[src/rtl/pipeline_ctrl_pkg.sv]
// Shared constants and types for the Quinta pipeline sequencer.
// Provides stage index constants and the per-stage update action encoding.
package pipeline_ctrl_pkg;

    localparam int unsigned STAGE_IF  = 0;
    localparam int unsigned STAGE_ID  = 1;
    localparam int unsigned STAGE_EX  = 2;
    localparam int unsigned STAGE_MEM = 3;
    localparam int unsigned STAGE_WB  = 4;

    // What a stage register does at the next edge.
    typedef enum logic [1:0] {
        ACT_ADVANCE = 2'd0,
        ACT_HOLD    = 2'd1,
        ACT_BUBBLE  = 2'd2,
        ACT_SQUASH  = 2'd3
    } stage_act_e;

endpackage

[src/rtl/pipeline_ctrl_if.sv]
// Handshake bundle between the core datapath and the pipeline sequencer.
// master: datapath side (drives events, reads enables/valids/counters).
// slave : pipeline_ctrl side.
interface pipeline_ctrl_if #(
    parameter int unsigned NUM_STAGES = 5,
    parameter int unsigned REG_W      = 5,
    parameter int unsigned CNT_W      = 32
);
    logic                  fetch_valid;
    logic [NUM_STAGES-1:0] stall_req;
    logic                  redirect;
    logic [REG_W-1:0]      dec_rs1;
    logic [REG_W-1:0]      dec_rs2;
    logic                  dec_use_rs1;
    logic                  dec_use_rs2;
    logic                  ex_mem_read;
    logic [REG_W-1:0]      ex_rd;
    logic [NUM_STAGES-1:0] stage_valid;
    logic [NUM_STAGES-1:0] stage_en;
    logic                  fetch_hold;
    logic                  load_use;
    logic                  redirect_taken;
    logic [CNT_W-1:0]      stall_cnt;
    logic [CNT_W-1:0]      flush_cnt;

    modport master (
        output fetch_valid, stall_req, redirect, dec_rs1, dec_rs2,
               dec_use_rs1, dec_use_rs2, ex_mem_read, ex_rd,
        input  stage_valid, stage_en, fetch_hold, load_use, redirect_taken,
               stall_cnt, flush_cnt
    );

    modport slave (
        input  fetch_valid, stall_req, redirect, dec_rs1, dec_rs2,
               dec_use_rs1, dec_use_rs2, ex_mem_read, ex_rd,
        output stage_valid, stage_en, fetch_hold, load_use, redirect_taken,
               stall_cnt, flush_cnt
    );
endinterface

[src/rtl/pipeline_ctrl_load_use_detector.sv]
// Combinational load-use hazard comparator.
// Ports: id_valid/ex_valid (stage 1/2 valid), ex_mem_read, ex_rd,
//        dec_rs1/dec_rs2 with use flags -> load_use.
module load_use_detector #(
    parameter int unsigned REG_W = 5
) (
    input  logic             id_valid,
    input  logic             ex_valid,
    input  logic             ex_mem_read,
    input  logic [REG_W-1:0] ex_rd,
    input  logic [REG_W-1:0] dec_rs1,
    input  logic [REG_W-1:0] dec_rs2,
    input  logic             dec_use_rs1,
    input  logic             dec_use_rs2,
    output logic             load_use
);
    logic match_rs1;
    logic match_rs2;

    assign match_rs1 = dec_use_rs1 && (dec_rs1 == ex_rd);
    assign match_rs2 = dec_use_rs2 && (dec_rs2 == ex_rd);

    // x0 is hardwired zero, so a load targeting it never creates a dependency.
    assign load_use = id_valid && ex_valid && ex_mem_read && (ex_rd != '0)
                      && (match_rs1 || match_rs2);
endmodule

[src/rtl/pipeline_ctrl.sv]
// Pipeline sequencer: owns per-stage valid bits, drives per-stage load
// enables and merges load-use, external hold and redirect events.
// Ports: clk, rst (sync, active-high), bus (pipeline_ctrl_if.slave) carrying
//        event inputs, stage_valid/stage_en/fetch_hold/load_use/
//        redirect_taken and the stall/flush performance counters.
module pipeline_ctrl
    import pipeline_ctrl_pkg::*;
#(
    parameter int unsigned NUM_STAGES  = 5,
    parameter int unsigned FLUSH_DEPTH = 2,
    parameter int unsigned REG_W       = 5,
    parameter int unsigned CNT_W       = 32
) (
    input  logic           clk,
    input  logic           rst,
    pipeline_ctrl_if.slave bus
);
    logic [NUM_STAGES-1:1] valid_q;
    logic [NUM_STAGES-1:1] valid_d;
    logic [NUM_STAGES-1:0] valid;
    logic [NUM_STAGES-1:0] ext_hold;
    logic [NUM_STAGES-1:0] hold;
    logic [NUM_STAGES-1:0] stage_en;
    logic                  load_use;
    logic                  redirect_taken;
    logic [CNT_W-1:0]      stall_cnt;
    logic [CNT_W-1:0]      flush_cnt;

    // Effective valids; everything reads as empty while in reset.
    assign valid = rst ? '0 : {valid_q, bus.fetch_valid};

    load_use_detector #(.REG_W(REG_W)) u_load_use (
        .id_valid    (valid[STAGE_ID]),
        .ex_valid    (valid[STAGE_EX]),
        .ex_mem_read (bus.ex_mem_read),
        .ex_rd       (bus.ex_rd),
        .dec_rs1     (bus.dec_rs1),
        .dec_rs2     (bus.dec_rs2),
        .dec_use_rs1 (bus.dec_use_rs1),
        .dec_use_rs2 (bus.dec_use_rs2),
        .load_use    (load_use)
    );

    // A held branch stage defers the redirect; the branch unit keeps it asserted.
    assign redirect_taken = bus.redirect && valid[FLUSH_DEPTH] && !ext_hold[FLUSH_DEPTH];

    assign stage_en[STAGE_IF] = !rst && !hold[STAGE_IF];

    genvar k;
    generate
        for (k = 0; k < NUM_STAGES; k++) begin : g_hold
            // Backpressure: a stage is held if it or anything downstream is.
            assign ext_hold[k] = |bus.stall_req[NUM_STAGES-1:k];
            if (k <= STAGE_ID) begin : g_lu
                // A redirect squashes the dependent instruction, so no stall.
                assign hold[k] = ext_hold[k] || (load_use && !redirect_taken);
            end else begin : g_nolu
                assign hold[k] = ext_hold[k];
            end
        end

        for (k = 1; k < NUM_STAGES; k++) begin : g_stage
            stage_act_e act;

            always_comb begin
                act = ACT_ADVANCE;
                if (hold[k]) begin
                    act = ACT_HOLD;
                end else if (hold[k-1]) begin
                    act = ACT_BUBBLE;
                end else if (redirect_taken && (k <= FLUSH_DEPTH)) begin
                    act = ACT_SQUASH;
                end
            end

            assign stage_en[k] = !rst && (act != ACT_HOLD);
            assign valid_d[k]  = (act == ACT_HOLD)    ? valid[k]   :
                                 (act == ACT_ADVANCE) ? valid[k-1] : 1'b0;
        end
    endgenerate

    always_ff @(posedge clk) begin
        if (rst) begin
            valid_q <= '0;
        end else begin
            valid_q <= valid_d;
        end
    end

    // Saturating performance counters.
    always_ff @(posedge clk) begin
        if (rst) begin
            stall_cnt <= '0;
            flush_cnt <= '0;
        end else begin
            if (hold[STAGE_IF] && (stall_cnt != '1)) begin
                stall_cnt <= stall_cnt + CNT_W'(1);
            end
            if (redirect_taken && (flush_cnt != '1)) begin
                flush_cnt <= flush_cnt + CNT_W'(1);
            end
        end
    end

    assign bus.stage_valid    = valid;
    assign bus.stage_en       = stage_en;
    assign bus.fetch_hold     = rst || hold[STAGE_IF];
    assign bus.load_use       = load_use;
    assign bus.redirect_taken = redirect_taken;
    assign bus.stall_cnt      = stall_cnt;
    assign bus.flush_cnt      = flush_cnt;
endmodule

[src/flat_wrapper.sv]
// flat-port wrapper written by rule: the top's interface ports become plain ports
module pipeline_ctrl_flat import pipeline_ctrl_pkg::*;
#(
    parameter int unsigned NUM_STAGES  = 5,
    parameter int unsigned FLUSH_DEPTH = 2,
    parameter int unsigned REG_W       = 5,
    parameter int unsigned CNT_W       = 32
)
  (clk, rst, bus_fetch_valid, bus_stall_req, bus_redirect, bus_dec_rs1, bus_dec_rs2, bus_dec_use_rs1, bus_dec_use_rs2, bus_ex_mem_read, bus_ex_rd, bus_stage_valid, bus_stage_en, bus_fetch_hold, bus_load_use, bus_redirect_taken, bus_stall_cnt, bus_flush_cnt);
  pipeline_ctrl_if #(.NUM_STAGES(NUM_STAGES), .REG_W(REG_W), .CNT_W(CNT_W)) bus_i ();
  input  logic clk;
  input  logic rst;
  input wire logic [$bits(bus_i.fetch_valid)-1:0] bus_fetch_valid;
  input wire logic [$bits(bus_i.stall_req)-1:0] bus_stall_req;
  input wire logic [$bits(bus_i.redirect)-1:0] bus_redirect;
  input wire logic [$bits(bus_i.dec_rs1)-1:0] bus_dec_rs1;
  input wire logic [$bits(bus_i.dec_rs2)-1:0] bus_dec_rs2;
  input wire logic [$bits(bus_i.dec_use_rs1)-1:0] bus_dec_use_rs1;
  input wire logic [$bits(bus_i.dec_use_rs2)-1:0] bus_dec_use_rs2;
  input wire logic [$bits(bus_i.ex_mem_read)-1:0] bus_ex_mem_read;
  input wire logic [$bits(bus_i.ex_rd)-1:0] bus_ex_rd;
  output wire logic [$bits(bus_i.stage_valid)-1:0] bus_stage_valid;
  output wire logic [$bits(bus_i.stage_en)-1:0] bus_stage_en;
  output wire logic [$bits(bus_i.fetch_hold)-1:0] bus_fetch_hold;
  output wire logic [$bits(bus_i.load_use)-1:0] bus_load_use;
  output wire logic [$bits(bus_i.redirect_taken)-1:0] bus_redirect_taken;
  output wire logic [$bits(bus_i.stall_cnt)-1:0] bus_stall_cnt;
  output wire logic [$bits(bus_i.flush_cnt)-1:0] bus_flush_cnt;
  assign bus_i.fetch_valid = bus_fetch_valid;
  assign bus_i.stall_req = bus_stall_req;
  assign bus_i.redirect = bus_redirect;
  assign bus_i.dec_rs1 = bus_dec_rs1;
  assign bus_i.dec_rs2 = bus_dec_rs2;
  assign bus_i.dec_use_rs1 = bus_dec_use_rs1;
  assign bus_i.dec_use_rs2 = bus_dec_use_rs2;
  assign bus_i.ex_mem_read = bus_ex_mem_read;
  assign bus_i.ex_rd = bus_ex_rd;
  assign bus_stage_valid = bus_i.stage_valid;
  assign bus_stage_en = bus_i.stage_en;
  assign bus_fetch_hold = bus_i.fetch_hold;
  assign bus_load_use = bus_i.load_use;
  assign bus_redirect_taken = bus_i.redirect_taken;
  assign bus_stall_cnt = bus_i.stall_cnt;
  assign bus_flush_cnt = bus_i.flush_cnt;
  pipeline_ctrl #(.NUM_STAGES(NUM_STAGES), .FLUSH_DEPTH(FLUSH_DEPTH), .REG_W(REG_W), .CNT_W(CNT_W)) u_core (.clk(clk), .rst(rst), .bus(bus_i));
endmodule
[config.mk]
export PLATFORM = sky130hd
export DESIGN_NAME = pipeline_ctrl_flat
export DESIGN_NICKNAME = d
export VERILOG_FILES = /design/src/rtl/pipeline_ctrl_pkg.sv /design/src/rtl/pipeline_ctrl_if.sv /design/src/rtl/pipeline_ctrl_load_use_detector.sv /design/src/rtl/pipeline_ctrl.sv /design/src/flat_wrapper.sv
export SDC_FILE = /design/constraint.sdc
export NUM_CORES = 1
export LEC_CHECK = 0
export BUFFER_PORTS_ARGS = -buffer_cell sky130_fd_sc_hd__buf_4
export CELL_PAD_IN_SITES_DETAIL_PLACEMENT = 2
export CELL_PAD_IN_SITES_GLOBAL_PLACEMENT = 2
export CORE_MARGIN = 2
export CORE_UTILIZATION = 29
export DETAILED_ROUTE_END_ITERATION = 10
export GPL_TIMING_DRIVEN = 0
export HOLD_SLACK_MARGIN = 0.12
export PLACE_DENSITY = 0.82
export SETUP_SLACK_MARGIN = 0.05
export SYNTH_ARGS = -nofsm -noshare
export SYNTH_HDL_FRONTEND = slang
export SYNTH_SLANG_ARGS = --single-unit
[constraint.sdc]
create_clock -name clk -period 2.5 [get_ports clk]
set_input_delay 0.25 -clock clk [delete_from_list [all_inputs] [get_ports clk]]
set_output_delay 0.25 -clock clk [all_outputs]
set_load 0.01 [all_outputs]
# --- After elaboration in Yosys (flattened, before gate mapping) ---
# Cells that the tools add are included.
totals:
  regBits: 68
  word_cells: 68
  input_bits: 27
  output_inout_bits: 77
op_classes:
  add_sub_neg: 2
  reduce_logical: 33
  n_eq_ne: 12
  mux: 18
op_table:
  columns: ["op", "count"]
  rows:
  - ["$add 32x1->32 const B", 2]
  - ["$ne 32x32->1 const B", 2]
  - ["$mux 2", 9]
  - ["$logic_and 1x1->1", 16]
  - ["$eq 5x5->1", 2]
  - ["$eq 2x1->1 const B", 4]
  - ["$logic_not 2->1", 4]
  - ["$mux 1", 8]
  - ["$ne 2x1->1 const B", 4]
  - ["$mux 5", 1]
  - ["$reduce_bool 5->1", 1]
  - ["$reduce_or 5->1", 1]
  - ["$logic_not 1->1", 4]
  - ["$logic_or 1x1->1", 4]
  - ["$reduce_or 4->1", 1]
  - ["$reduce_or 3->1", 1]
  - ["$reduce_or 2->1", 1]

# --- Logic depth before layout (Yosys ltp) ---
logic_depth:
  word_depth: 12
  depth_mapped: 10
  ltp_nobuf: 8

# --- Hierarchy ---
# Synthesis repeated with hierarchy kept, for this count alone.
hier_totals:
  hier_cells: 444
  hier_area_um2: 3706.1
by_module_without_submodules:
  columns: ["module", "seq_area_each_um2", "cells_each", "area_each_um2", "n_inst"]
  rows:
  - ["pipeline_ctrl", 1361.3, 427, 3574.7, 1]
  - ["load_use_detector", 0.0, 17, 131.4, 1]

# --- Worst setup path after synthesis ---
# Ideal clock, no wire load.
synth_path:
  kind: "reg-to-reg"
  from: "register u_core.flush_cnt[2], in the netlist u_core.bus.flush_cnt[2]"
  to: "register u_core.flush_cnt[22], in the netlist u_core.bus.flush_cnt[22]"
  period_less_slack_ns: 2.123
  stages_incl_launch_ff: 8
  setup_slack_ns: 0.377
  t_arrival_ns: 1.996
  t_required_ns: 2.372
  path_buffers: 0
  setup_time_ns: 0.128
  cell_sequence: "dfxtp_1 > nand4_1 > nor4_2 > or4b_1 > a31oi_2 > nand3_1 > xor2_1 > nor2_1"
synth_between:
  elab_chain_len: 2
  elab_cells_between_ends: 3
  classes_between: "add/sub (1); eq/ne (1); reduce/logical (1)"
synth_lines:
  columns: ["item", "line", "rtl"]
  rows:
  - ["start, declared", "pipeline_ctrl.sv:27", "logic [CNT_W-1:0] flush_cnt;"]
  - ["start signal, assigned", "pipeline_ctrl.sv:100", "flush_cnt <= flush_cnt + CNT_W'(1);"]
  - ["parallel branches: the longest is 2 deep, another holds $add 32x1->32", null, null]
# Several ways; the timed one is not identified.
# A chain may end at the register's enable or synchronous reset.

# --- Worst setup path in the final report ---
layout_path:
  from: "register u_core.flush_cnt[2], in the netlist u_core.bus.flush_cnt[2]"
  to: "register u_core.flush_cnt[30], in the netlist u_core.bus.flush_cnt[30]"
# Same word-level chain as after synthesis.

==> results.toml <==
[route]
drt-total-wl_mm = 13.6
drcViolationCount = 0
num_vias = 3798
drt_iter0_markers = 151
first_pass_iters = 4
ant_nets = 0
routed_via_density = 5.34
wl_per_cell_um = 19.2

[synth]
seq_area_frac_synth_pct = 39.1
synth_warnings = 0
syn_inst = 438
synthArstFlopShare_pct = 0
yosysUniqueCellTypes = 43
syn_area_um2 = 3480
postSynthAreaPerCell_um2 = 7.96
synth_edf_count = 0
synth.ff_latch_count = 68
syn_nets = 467
synth_top_flop_cell = "dfxtp_1"

[floorplan]
num_rows = 40
die_h_um = 114
core_area_um2 = 11900
io_pins = 104
die_x_um = 114
die-area_um2 = 12900
start_util_pct = 29.4

[worst_hold_path]
hold_path.class = "input port to flip-flop"
worstHoldStart = "bus_stall_req[2]"
min_to = "u_core.valid_q[3]$_SDFF_PP0_"
hold_depth = 2

[layout]
diodes = 0
drive_above_1_share_pct = 28.2
multi_input_area_um2 = 2070
synthToLayoutAreaGrowth_pct = 39.9
fin_area_um2 = 4870
layout_commonest_cell = "buf_4"
nFillCells = 1356
final_cell_mix = "buf_4 (116), dfxtp_1 (64), nor2_1 (46)"
final_cells = 711
nets = 588
seqCellArea_um2 = 1370

[global_routing]
grt_max_degree = 12
overflow = 0
grt_pass1_vias = 4139
track_usage_pct = 21.7
grt_pass1_wl_mm = 22.1
antenna_found_initial = 0

[timing]
final.min_clock_period_ns = 2.32
post-route-period-util_pct = 92.8
finalHoldViolations = 0
skew_ns = 0.00518
setup_tns_ns = 0
setup_viol = 0
rsz0062_at_grt = "no"
max-slew-margin-rel_pct = 54.7
fmax_ghz = 0.431
slew_viol_final = 0
worst_pin_slew_ns = 0.674
holdWs_ns = 0.144
setup_slack_ns = 0.181

[critical_path]
cp-end-kind = "flip-flop"
crit_type = "flip-flop to flip-flop"
critical_path.cell_chain = "nand4_1 -> nor4_4 -> or4b_1 -> a31oi_4 -> nand2_1 -> xor2_1 -> nor2_1"
slowest_stage = "or4b_1"
worstPathRequired_ns = 2.70
rr_startpoint = "u_core.bus.flush_cnt[2]$_SDFFE_PP0P_"
cp_top_family = "simple AND/OR/NAND/NOR gates"
cp_max_fo = 6
crit_buf_inv = 0
cp.arrival_ns = 2.52
r2r_cells = 7
crit_path_max_incr_delay_ns = 0.54
worstSetupStartpointType = "flip-flop"
reg2reg_slack_ns = 0.18
timing.rr.end = "u_core.bus.flush_cnt[30]$_SDFFE_PP0P_"

[power_and_ir_drop]
ir_drop_v = 0.000219
p_per_area_nw_per_um2 = 510
p_leak_nw = 1.88

[cts]
cts_tree = "yes"
cts-htree-levels = 3
root_buffer = "clkbuf_16"
insertion_delay_ns = 0.34
clk_pin_slew_worst_paths_ns = 0.06
numCtsBuffers = 9
cts_hold_buffers = 0
clk_path_buf_depth = 2
cts_sinks = 68

[place]
pre_cts_ws_ns = -0.366
postPlaceCellArea_um2 = 4430
dpl.hpwl_mm = 9.85
dp.cells = 687
place_congestion = 0.783
numPortBuffers = 102

[run]
max_cap_viol_count = 0

[status]
status = "finished, final reports clean"
[layout make-up]
type                       count  share of cell area [%]
clock inverter                 6                    1.13
tap                          147                    3.77
buffer                        21                    2.21
inverter                       9                   0.693
multi-input combinational    340                    42.5
timing repair buffer         110                    16.9
clock buffer                  10                    4.70
sequential                    68                    28.0
[metrics by stage]
step	power [mW]	util [%]
2_1_floorplan	1.17	-
3_3_place_gp	1.24	37.4
3_5_place_dp	1.25	37.4
4_1_cts	2.51	40.5
5_1_grt	2.57	41.1
6_report	2.49	41.1
[registers in the layout, summed over array words and instances (netlist names)]
name and count:
u_core.valid_q 4, u_core.bus.stall_cnt 32, u_core.bus.flush_cnt 32
[worst max-delay path by stage]
stage / slack [ns] / end / start / cells after the start
2_1_floorplan: 0.38 / u_core.bus.flush_cnt[22]$_SDFFE_PP0P_ / u_core.bus.flush_cnt[2]$_SDFFE_PP0P_ / 7
3_3_place_gp: -0.28 / u_core.bus.flush_cnt[10]$_SDFFE_PP0P_ / u_core.bus.flush_cnt[0]$_SDFFE_PP0P_ / 8
3_5_place_dp: -0.37 / u_core.bus.stall_cnt[1]$_SDFFE_PP0P_ / u_core.bus.stall_cnt[14]$_SDFFE_PP0P_ / 9
4_1_cts: 0.04 / u_core.bus.stall_cnt[1]$_SDFFE_PP0P_ / u_core.bus.stall_cnt[14]$_SDFFE_PP0P_ / 9
5_1_grt: 0.03 / u_core.bus.flush_cnt[30]$_SDFFE_PP0P_ / u_core.bus.flush_cnt[2]$_SDFFE_PP0P_ / 7
6_report: 0.18 / u_core.bus.flush_cnt[30]$_SDFFE_PP0P_ / u_core.bus.flush_cnt[2]$_SDFFE_PP0P_ / 7
[cells in the mapped netlist (5+ instances only)]
library cell	number	share of area (%)
nor2b_1	9	1.6
nand2_1	31	3.3
or3_1	27	4.8
xor2_1	18	4.5
nand3_1	32	4.6
clkbuf_1	12	1.3
a21oi_1	31	4.5
inv_1	9	0.97
nand4_1	17	3.1
or4_1	6	1.3
xnor2_1	18	4.5
nor4_1	9	1.6
buf_2	7	1.0
dfxtp_1	68	39
nor2_1	47	5.1
o21ai_0	31	4.5
o31ai_1	5	1.1
and3_1	12	2.2
nor3_1	11	1.6
[what timing repair did]
item / in CTS / in global routing
resized for setup: 15 / 13
cloned: 0 / 0
setup endpoints to repair: 58 / 45
pin swaps: 2 / 4
setup buffers: 4 / 4
[routing by layer]
layer / share of wire (%) / track usage (%) / up-vias
met3: 3.9 / 4.84 / 10
met4: 0.59 / 4.55 / 0
met2: 54 / 40.4 / 81
met1: 42 / 25.5 / 1900
li1: - / - / 1807
met5: 0 / 0 / -
[power breakdown]
group | internal (mW) | total, mW | leakage [nW] | switching, mW
logic | 0.0579 | 0.130 | 1.18 | 0.0722
clock network | 0.763 | 1.26 | 0.146 | 0.496
registers | 1.09 | 1.10 | 0.550 | 0.00744
[cells by family after synthesis]
kind of cell    share of synthesized area, %
mux                                     1.87
flops                                   39.1
compound gates                          12.4
xor+xnor                                9.05
fa+ha+maj                              0.718
simple gates                            33.2
buf+inv                                 3.70
No activity file was read; power rests on OpenSTA's default activity.
